`config.mk`:
```
export PLATFORM = sky130hd
export DESIGN_NAME = gyruss_audio_mix
export DESIGN_NICKNAME = d
export VERILOG_FILES = /design/src/rtl/gyruss_audio_mix.sv
export SDC_FILE = /design/constraint.sdc
export NUM_CORES = 1
export LEC_CHECK = 0
export ABC_AREA = 1
export CAP_MARGIN = 20
export CORE_ASPECT_RATIO = 0.75
export CORE_UTILIZATION = 52
export CTS_CLUSTER_SIZE = 40
export DETAILED_ROUTE_END_ITERATION = 6
export GPL_ROUTABILITY_DRIVEN = 0
export PLACE_DENSITY = 0.88
export SYNTH_ARGS = -nofsm -noshare
export SYNTH_HDL_FRONTEND = slang
export SYNTH_SLANG_ARGS = --single-unit
```
`constraint.sdc`:
```
create_clock -name clk -period 6.4 [get_ports clk]
set_clock_uncertainty 0.1 [all_clocks]
set_input_delay 0.96 -clock clk [delete_from_list [all_inputs] [get_ports clk]]
set_output_delay 0.96 -clock clk [all_outputs]
set_load 0.1 [all_outputs]
```
`src/rtl/gyruss_audio_mix.sv`:
```
// gyruss_audio_mix: sequential channel mixer feeding the 6 dB/oct anti-alias low-pass stage.
// Once every DIV clocks it snapshots NCH unsigned channel levels and gains, removes each
// channel's midscale offset, scales and accumulates through one shared multiplier, then
// shifts and saturates the sum to a signed 16-bit sample.
//
// Ports:
//   clk        system clock
//   reset      synchronous, active-high; clears every register
//   ch_in      packed channel levels, channel k at [k*IW +: IW]
//   gain       packed per-channel gains, channel k at [k*GW +: GW]
//   out        signed mixed sample, held between updates
//   out_valid  one-cycle pulse when out updates
//   busy       high while a sample is being accumulated or saturated
module gyruss_audio_mix #(
    parameter int unsigned NCH   = 6,
    parameter int unsigned IW    = 10,
    parameter int unsigned GW    = 8,
    parameter int unsigned SHIFT = 4,
    parameter int unsigned DIV   = 220
) (
    input  logic                 clk,
    input  logic                 reset,
    input  logic [NCH*IW-1:0]    ch_in,
    input  logic [NCH*GW-1:0]    gain,
    output logic signed [15:0]   out,
    output logic                 out_valid,
    output logic                 busy
);

    localparam int unsigned PW = IW + GW + 1;               // signed product width
    localparam int unsigned AW = PW + $clog2(NCH);          // accumulator cannot overflow
    localparam int unsigned CW = (DIV > 1) ? $clog2(DIV) : 1;
    localparam int unsigned XW = (NCH > 1) ? $clog2(NCH) : 1;

    localparam logic [IW:0]          Mid    = (IW + 1)'(1 << (IW - 1));
    localparam logic signed [AW-1:0] SatMax = AW'(32767);
    localparam logic signed [AW-1:0] SatMin = AW'(-32768);

    typedef enum logic [1:0] {StIdle, StAcc, StSat} state_e;

    state_e                  state_q, state_d;
    logic [CW-1:0]           cnt_q, cnt_d;
    logic [NCH*IW-1:0]       ch_snap_q, ch_snap_d;
    logic [NCH*GW-1:0]       gain_snap_q, gain_snap_d;
    logic signed [AW-1:0]    acc_q, acc_d;
    logic [XW-1:0]           idx_q, idx_d;
    logic signed [15:0]      out_q, out_d;
    logic                    out_valid_q, out_valid_d;

    logic                    tick;
    logic [IW-1:0]           ch_sel;
    logic [GW-1:0]           gain_sel;
    logic signed [IW:0]      offset;
    logic signed [PW-1:0]    off_ext, gain_ext, prod;
    logic signed [AW-1:0]    term_ext, shifted;

    assign tick = (cnt_q == CW'(DIV - 1));

    // Shared datapath: one channel term per ACC cycle, selected by idx_q.
    always_comb begin
        ch_sel   = ch_snap_q[int'(idx_q) * IW +: IW];
        gain_sel = gain_snap_q[int'(idx_q) * GW +: GW];
        // Modular IW+1 subtraction yields the correct two's-complement offset.
        offset   = $signed({1'b0, ch_sel} - Mid);
        off_ext  = {{(PW - IW - 1){offset[IW]}}, offset};
        gain_ext = {{(PW - GW){1'b0}}, gain_sel};
        prod     = off_ext * gain_ext;
        term_ext = {{(AW - PW){prod[PW-1]}}, prod};
        shifted  = acc_q >>> SHIFT;
    end

    always_comb begin
        cnt_d       = tick ? '0 : cnt_q + 1'b1;
        state_d     = state_q;
        ch_snap_d   = ch_snap_q;
        gain_snap_d = gain_snap_q;
        acc_d       = acc_q;
        idx_d       = idx_q;
        out_d       = out_q;
        out_valid_d = 1'b0;

        case (state_q)
            StIdle: begin
                if (tick) begin
                    ch_snap_d   = ch_in;
                    gain_snap_d = gain;
                    acc_d       = '0;
                    idx_d       = '0;
                    state_d     = StAcc;
                end
            end
            StAcc: begin
                acc_d = acc_q + term_ext;
                if (idx_q == XW'(NCH - 1)) begin
                    idx_d   = '0;
                    state_d = StSat;
                end else begin
                    idx_d = idx_q + 1'b1;
                end
            end
            StSat: begin
                if (shifted > SatMax) begin
                    out_d = 16'sd32767;
                end else if (shifted < SatMin) begin
                    out_d = -16'sd32768;
                end else begin
                    out_d = shifted[15:0];
                end
                out_valid_d = 1'b1;
                state_d     = StIdle;
            end
            default: state_d = StIdle;
        endcase
    end

    always_ff @(posedge clk) begin
        if (reset) begin
            state_q     <= StIdle;
            cnt_q       <= '0;
            ch_snap_q   <= '0;
            gain_snap_q <= '0;
            acc_q       <= '0;
            idx_q       <= '0;
            out_q       <= '0;
            out_valid_q <= 1'b0;
        end else begin
            state_q     <= state_d;
            cnt_q       <= cnt_d;
            ch_snap_q   <= ch_snap_d;
            gain_snap_q <= gain_snap_d;
            acc_q       <= acc_d;
            idx_q       <= idx_d;
            out_q       <= out_d;
            out_valid_q <= out_valid_d;
        end
    end

    assign out       = out_q;
    assign out_valid = out_valid_q;
    assign busy      = (state_q != StIdle);

endmodule

```
**Yosys cells after proc, flatten, opt, wreduce, memory -nomap -nowiden**

Cells that the tools add are included.
W data, S select, Z words.

- Equal/unequal tests: 6
- Add/sub/neg operators: 4
- Div/mod/pow operators: 0
- Reductions and logical operators: 7
- Shifts and indexed selects: 2
- $lt $le $gt $ge: 2
- Bitwise gates (word level): 0
- Mux-type cells: 11
- $mul: 2

Operators by type and width:

| cell | number |
|---|---|
| $shiftx A60 B8 Y10 | 1 |
| $shiftx A48 B7 Y8 | 1 |
| $pmux W22 S2 | 1 |
| $mux W16 | 2 |
| $add A22 B19 Y22 | 1 |
| $mux W22 | 1 |
| $mul A11 B9 Y19 | 1 |
| $gt A18 B16 Y1 const B | 1 |
| $lt A18 B16 Y1 const B | 1 |
| $sub A10 B10 Y11 const B | 1 |
| $add A8 B1 Y8 const B | 1 |
| $eq A8 B8 Y1 const B | 1 |
| $mul A3 B3 Y6 const B | 1 |
| $mux W3 | 2 |
| $pmux W3 S2 | 1 |
| $reduce_and A2 Y1 | 3 |
| $mux W2 | 2 |
| $ne A2 B2 Y1 const B | 2 |
| $pmux W2 S2 | 1 |
| $reduce_bool A2 Y1 | 2 |
| $add A3 B1 Y3 const B | 1 |
| $eq A3 B3 Y1 const B | 1 |
| $eq A2 B1 Y1 const B | 1 |
| $eq A2 B2 Y1 const B | 1 |
| 3 further kinds | 3 |

- Bits of input ports: 110
- Memory bits (read-only): 0
- Latch bits: 0
- Memories kept: 0
- Flip-flop bits (word level): 160
- Memory bits (writable): 0
- Logic and storage cells: 42

**Depth between registers and ports, before layout**

Gate-level depths: netlist (run 1).

- Depth after elaboration: 6
- Depth in mapped cells: 40
- Mapped depth without buffers: 37

**Least setup slack after synthesis (run 1)**

No wires, ideal clock.

- Kind: flip-flop to flip-flop
- From: register idx_q[1]
- To: register acc_q[18]
- Path buffers: 2
- Clock period less this slack: 5.964 ns
- Cell stages (with the launch flop): 36
- Path slack: 0.436 ns
- Arrival: 5.732 ns
- Cells stage by stage: dfxtp_1 buf_4 buf_2 a21oi_1 o21ai_1 o221ai_1 a32oi_1 inv_2 nand2_1 inv_1 fa_1 inv_1 fa_1 inv_1 fa_1 inv_1 fa_1 inv_1 ha_1 nand2_1 inv_1 nand2_1 nand3_2 nand2_1 nor2_1 nor2_1 o21bai_1 xor2_1 ha_1 nand2_1 nor4_1 nand4_1 nand3_1 nand2_1 nand3_1 a21oi_1

- Word-level cells in the longest chain between the ends: 6
- Elaborated cells between the ends (all ways): 7
- Those cells by class: add/sub (2); mul (2); shift (2); mux (1)

Ends and longest elaborated chain:

| element | RTL line | source |
|---|---|---|
| from (decl) | 46 | `logic [XW-1:0] idx_q, idx_d;` |
| from (signal assigned) | 132 | `idx_q <= idx_d;` |
| $mul A3 B3 Y6 | 61 | `ch_sel = ch_snap_q[int'(idx_q) * IW +: IW];` |
| $shiftx A60 B8 Y10 | 61 |  |
| $sub A10 B10 Y11 | 64 | `offset = $signed({1'b0, ch_sel} - Mid);` |
| $mul A11 B9 Y19 * | 67 | `prod = off_ext * gain_ext;` |
| $add A22 B19 Y22 * | 93 | `acc_d = acc_q + term_ext;` |
| $pmux W22 S2 * | 82 | `case (state_q)` |
| to (signal assigned) | 122 | `acc_q <= '0;` |
| to (signal assigned) | 131 | `acc_q <= acc_d;` |
| to (decl) | 45 | `logic signed [AW-1:0] acc_q, acc_d;` |

Mark *: on every way between the ends. The rest lies on a longest branch, timed or not.
A chain may end at the register's enable or synchronous reset.

**Worst setup path after layout (run 1)**

- From: register idx_q[0]
- To: register acc_q[20]

Same word-level chain as after synthesis.

==> reports/qor.csv, run 1 <==
stage;metric;value;unit
critical_path;critPathLaunchType;flip-flop;
placement;hpwlAfterDp;22200;um
critical_path;path_class;flip-flop to flip-flop;
logic_synthesis;synth_top_area_cell;dfxtp_1;
run_status;outcome;complete, but fails checks;
sta;setup_viol;13;
sta;rsz0062_at_grt;yes;
clocking;clockRootBuffer;clkbuf_16;
finish;stdcell_count;2025;
grt;grt_max_degree;120;
placement;portBuffers;127;
grt;antenna_found_initial;0;
critical_path;reg2reg_from;idx_q[0];
grt;gr-total-overflow;0;
critical_path;reg2reg_slack;-0.96;ns
clocking;clkSinkCount;160;
critical_path;reg2regPathDepth;33;
routing;ant_nets;0;
logic_synthesis;ys.flop_type;dfxtp_1;
routing;viasPerCell;6.36;
critical_path;critPathSlowestCell;fa_1;
clocking;cts_tree;done;
clocking;htree_levels;4;
min_path;hold_path_end;gain_snap_q[37];
grt;grt_use_total;0.311;
floorplan;die-area;0.0221;mm2
sta;finalCriticalPeriod;7.36;ns
sta;hold_violations;0;
sta;slew_violations;0;
logic_synthesis;syn_area_per_cell;7.18;um2
floorplan;die_h;129;um
floorplan;start_util;0.529;
sta;period_share;1.15;
routing;drt_iter0_markers;2457;
clocking;clk_latency;0.46;ns
logic_synthesis;synthTopCellsByArea;dfxtp_1 (29%), fa_1 (12%), inv_1 (11%), a21oi_1 (10%), nand2_1 (8.5%);
run;maxCapViolCount;0;
power;p_leak;0.00659;uW
logic_synthesis;mappedNetlistNets;1793;
min_path;min_path_type;flip-flop to flip-flop;
grt;grt_pass1_vias;11159;
finish;final_common_cell;inv_1;
grt;grt_pass1_wl;54100;um
floorplan;core_area;0.0211;mm2
finish;final_cell_mix;inv_1 (312), nand2_1 (231), a21oi_1 (199);
power;power_density;148;mW/mm2
critical_path;crit_path_frequent_cell;fa_1;
logic_synthesis;syn_inst;1555;
sta;tightest_slew;1.13;ns
clocking;cts_buffer_depth;2;
finish;fill_cells;1328;
placement;dp.cells;1960;
logic_synthesis;synth.top_cell.area_share;0.287;
routing;drc;2;
critical_path;r2r_end;acc_q[20];
run_status;violations;design-rule violations, negative setup slack;
critical_path;critPathRequiredTime;6.67;ns
power;ir_drop;179;uV
routing;wl_per_cell;21.9;um
critical_path;end_kind;flip-flop;
min_path;hold_path_startpoint;gain_snap_q[37];
critical_path;critPathMaxStageDelay;0.57;ns
logic_synthesis;synth-edff-count;0;
min_path;min_path_cells;2;
logic_synthesis;synth_seq_area_share;0.287;
sta;fin_ws;-0.960;ns
finish;nNetsFinal;1962;
sta;holdWs;0.357;ns
logic_synthesis;synth_seq_cells;160;
floorplan;fp-row-count;46;
critical_path;cp.arrival;7.63;ns
logic_synthesis;synth_async_sr_flop_share;0;
routing;drt-total-wl;44400;um
finish;antennaDiodeCount;0;
floorplan;num_io_pins;128;
finish;drive_gt1_frac;0.185;
sta;fmax;136;MHz
critical_path;path_delay_family;adder cells;
critical_path;critical_path.max_fanout;9;
critical_path;path_buf_inv;7;
logic_synthesis;ys_types;50;
routing;firstDrtPassIters;7;
floorplan;fp.dieW;171;um
finish;synthToLayoutAreaGrowth;32.8;%
logic_synthesis;synth_area;0.0112;mm2
sta;slew_headroom;0.247;
clocking;path_clk_slew;0.07;ns
logic_synthesis;yosys_warnings;0;
routing;vias;12888;
clocking;cts_buffers;17;
final cells by class:
type,instances,area [um2],area share
Timing Repair inverter,2,15.0,0.00101
Multi-Input combinational cell,988,7340,0.495
Timing Repair Buffer,213,1990,0.134
Sequential cell,160,3210,0.216
Clock inverter,13,158,0.0106
Inverter,342,1310,0.0884
Tap cell,288,360,0.0243
Clock buffer,19,443,0.0299
how the worst max path moves through the flow:
| stage | startpoint | end | slack (ns) | cells past startpoint |
|---|---|---|---|---|
| 2_1_floorplan | idx_q[1] | acc_q[18] | 0.44 | 35 |
| 3_3_place_gp | idx_q[0] | acc_q[18] | -0.05 | 34 |
| 3_5_place_dp | idx_q[0] | acc_q[18] | -0.28 | 34 |
| 4_1_cts | idx_q[0] | acc_q[21] | 0.0001 | 38 |
| 5_1_grt | idx_q[0] | acc_q[21] | -1.12 | 36 |
| 6_report | idx_q[0] | acc_q[20] | -0.96 | 33 |
through the flow:
step | TNS [ns] | power, uW | utilization | cell area [um2] | worst slack [ns]
CTS | 0 | 2150 | 0.660 | 13900 | 0.000137
global route | -10.95 | 2220 | 0.702 | 14800 | -1.12
finish | -8.78 | 2190 | 0.702 | 14800 | -0.960
detailed placement | -1.15 | 1130 | 0.611 | 12900 | -0.276
floorplan | 0 | 1050 | - | 11200 | 0.436
global placement | -0.0512 | 1120 | 0.611 | 12900 | -0.0512
power by group:
part | switching [uW] | leakage, uW | internal [uW]
Clock | 513 | 0.000296 | 570
Combinational | 42.0 | 0.00501 | 67.4
Sequential | 1.72 | 0.00129 | 996
Total | 557 | 0.00659 | 1630
cells in the mapped netlist (all sizes together) (2+ instances only):
master,number
a21boi,4
a21o,3
a21oi,223
a31oi,3
a32oi,8
buf,31
clkbuf,34
dfxtp,160
fa,67
ha,61
inv,342
nand2,268
nand3,40
nand3b,3
nand4,8
nor2,60
nor3,6
nor3b,2
nor4,6
o21ai,180
o21bai,2
o221ai,18
or2,7
xnor2,5
xor2,9
layer usage:
metal	wire, um	part of all wire	GRT usage
met5	0	0	0
met4	4070	0.092	0.142
met3	6430	0.14	0.0791
met2	18600	0.42	0.506
met1	15300	0.34	0.390
flip-flops by register name, indices dropped and copies added (netlist names):
signal,flops
out_valid,1
acc_q,22
cnt_q,8
out,16
gain_snap_q,48
idx_q,3
state_q,2
ch_snap_q,60
worst min-delay path: stages, from the launching register on:
cell,delay [ns]
dfxtp_1,0.31
inv_1,0.05
a21oi_1,0.05
timing repair:
action | 4_1_cts | 5_1_grt
setup endpoints to repair | 9 | 13
pin swaps | 29 | 67
resized for setup | 69 | 167
setup buffers | 13 | 18
hold endpoints to repair | 0 | 0
hold buffers | 0 | 0
cloned | 1 | 1
logic make-up after synthesis:
logic type	synth area share
simple gates	0.155
fa+ha+maj	0.188
xor+xnor	0.0110
buf+inv	0.145
flops	0.287
compound gates	0.214
Power figures use the tool's default switching activity.
==> run 2, diff against run 1 <==
--- a/config.mk
+++ b/config.mk
@@ -7,7 +7,6 @@
 export LEC_CHECK = 0
 export ABC_AREA = 1
 export CAP_MARGIN = 20
-export CORE_ASPECT_RATIO = 0.75
 export CORE_UTILIZATION = 52
 export CTS_CLUSTER_SIZE = 40
 export DETAILED_ROUTE_END_ITERATION = 6
==> constraint.sdc (replaced) <==
create_clock -name clk -period 6.25 [get_ports clk]
set_clock_uncertainty 0.1 [all_clocks]
set_input_delay 0.9375 -clock clk [delete_from_list [all_inputs] [get_ports clk]]
set_output_delay 0.9375 -clock clk [all_outputs]
set_load 0.1 [all_outputs]
==> reports/qor.csv, run 2 (synthesis gave the netlist of run 1 again) <==
stage;metric;value;unit
floorplan;fp.dieW;149;um
grt;antenna_found_initial;0;
power;ir_drop;176;uV
power;p_leak;0.00681;uW
critical_path;reg2reg_slack;-0.67;ns
sta;finalCriticalPeriod;6.92;ns
min_path;hold_path_startpoint;ch_snap_q[13];
finish;stdcell_count;2039;
floorplan;start_util;0.531;
critical_path;crit_path_frequent_cell;inv_2;
critical_path;critPathLaunchType;flip-flop;
run;maxCapViolCount;0;
routing;drt-total-wl;44200;um
run_status;violations;design-rule violations, negative setup slack;
floorplan;fp-row-count;53;
critical_path;reg2reg_from;idx_q[1];
finish;nNetsFinal;1990;
clocking;clkSinkCount;160;
routing;drt_iter0_markers;1682;
sta;fmax;144;MHz
finish;synthToLayoutAreaGrowth;35.8;%
routing;firstDrtPassIters;7;
critical_path;crit_path_start;idx_q[1];
critical_path;critPathMaxStageDelay;0.63;ns
power;power;2280;uW
critical_path;end_kind;flip-flop;
placement;dp.cells;1971;
finish;drive_gt1_frac;0.221;
routing;viasPerCell;6.28;
floorplan;core_area;0.0210;mm2
grt;grt_max_degree;170;
floorplan;die_h;149;um
placement;hpwlAfterDp;22000;um
critical_path;cp.arrival;7.13;ns
clocking;cts_buffers;17;
routing;wl_per_cell;21.7;um
sta;slew_violations;0;
clocking;clk_latency;0.46;ns
clocking;cts_buffer_depth;2;
min_path;min_path_cells;2;
sta;holdWs;0.353;ns
finish;largest_register_ffs;60;
routing;ant_nets;0;
critical_path;path_delay_family;adder cells;
finish;final_common_cell;inv_1;
grt;grt_pass1_vias;10941;
clocking;htree_levels;4;
sta;hold_violations;0;
run_status;outcome;complete, but fails checks;
min_path;min_path_type;flip-flop to flip-flop;
critical_path;r2r_end;acc_q[20];
routing;drc;10;
grt;grt_use_total;0.299;
critical_path;critPathSlowestCell;fa_1;
finish;final_cell_mix;inv_1 (298), nand2_1 (222), a21oi_1 (191);
clocking;ctsHoldBuffers;0;
grt;grt_pass1_wl;52200;um
sta;setup_viol;13;
clocking;cts_tree;done;
clocking;clockRootBuffer;clkbuf_16;
sta;slew_headroom;0.329;
clocking;path_clk_slew;0.08;ns
sta;period_share;1.11;
floorplan;num_io_pins;128;
critical_path;critPathRequiredTime;6.46;ns
finish;reg_top3;ch_snap_q (60), gain_snap_q (48), acc_q (22);
critical_path;path_buf_inv;9;
placement;portBuffers;127;
sta;rsz0062_at_grt;yes;
finish;antennaDiodeCount;0;
finish;largest_register;ch_snap_q;
grt;gr-total-overflow;0;
sta;fin_ws;-0.672;ns
sta;tightest_slew;1.01;ns
routing;vias;12806;
floorplan;die-area;0.0221;mm2
finish;fill_cells;1247;
critical_path;path_class;flip-flop to flip-flop;
critical_path;critical_path.max_fanout;9;
critical_path;reg2regPathDepth;34;
min_path;hold_path_end;ch_snap_q[13];
power;power_density;150;mW/mm2
[run 2: how the worst max path moves through the flow]
stage                      to  depth (start not counted)  slack, ns
floorplan           acc_q[18]                         35       0.29
global placement    acc_q[21]                         35      -0.11
detailed placement  acc_q[21]                         36      -0.23
CTS                 acc_q[21]                         34      -0.05
global route        acc_q[20]                         32      -0.89
finish              acc_q[20]                         34      -0.67
[run 2: metrics by stage]
step / utilization / setup WS (ns) / cell area, um2 / setup TNS [ns]
2_1_floorplan: - / 0.286 / 11200 / 0
3_3_place_gp: 0.624 / -0.110 / 13100 / -0.154
4_1_cts: 0.671 / -0.0533 / 14100 / -0.0825
6_report: 0.721 / -0.672 / 15200 / -5.90
5_1_grt: 0.721 / -0.887 / 15200 / -8.05
3_5_place_dp: 0.624 / -0.235 / 13100 / -0.949
[run 2: worst register-to-register path, delay by kind of cell, from the launching register on]
family,cells,cell delay (ns)
AND/OR/NAND/NOR,11,1.51
flip-flops,1,0.37
XOR/XNOR,1,0.23
adder cells (fa/ha/maj),6,2.82
AO/OA/AOI/OAI,7,0.88
buffers and inverters,9,0.85
[run 2: timing repair]
action                                  CTS  global route
endpoints found under the setup margin   10            13
gates cloned                              1             3
pin swaps                                18           106
resized for setup                        62           191
setup buffers                             7            25
[run 2: layout make-up]
| class | count | area, um2 | area share |
|---|---|---|---|
| multi-input cells | 989 | 7360 | 0.486 |
| well taps | 275 | 344 | 0.0227 |
| inverters | 342 | 1300 | 0.0860 |
| flip-flops and latches | 160 | 3210 | 0.212 |
| clock inverters | 14 | 198 | 0.0130 |
| repair buffers | 242 | 2320 | 0.153 |
| clock buffers | 17 | 425 | 0.0281 |
[run 2: where the power goes]
| part | internal, uW | total [uW] | switching, uW |
|---|---|---|---|
| Sequential | 1020 | 1020 | 1.60 |
| Clock | 642 | 1140 | 499 |
| Combinational | 69.9 | 114 | 44.1 |
| Total | 1730 | 2280 | 544 |
[run 2: routing by layer]
layer	vias to the layer above	part of all wire	global-route usage
met2	1221	0.46	0.514
met1	5753	0.32	0.341
met3	470	0.12	0.0571
met5	-	0	0
met4	0	0.098	0.189
li1	5362	-	-
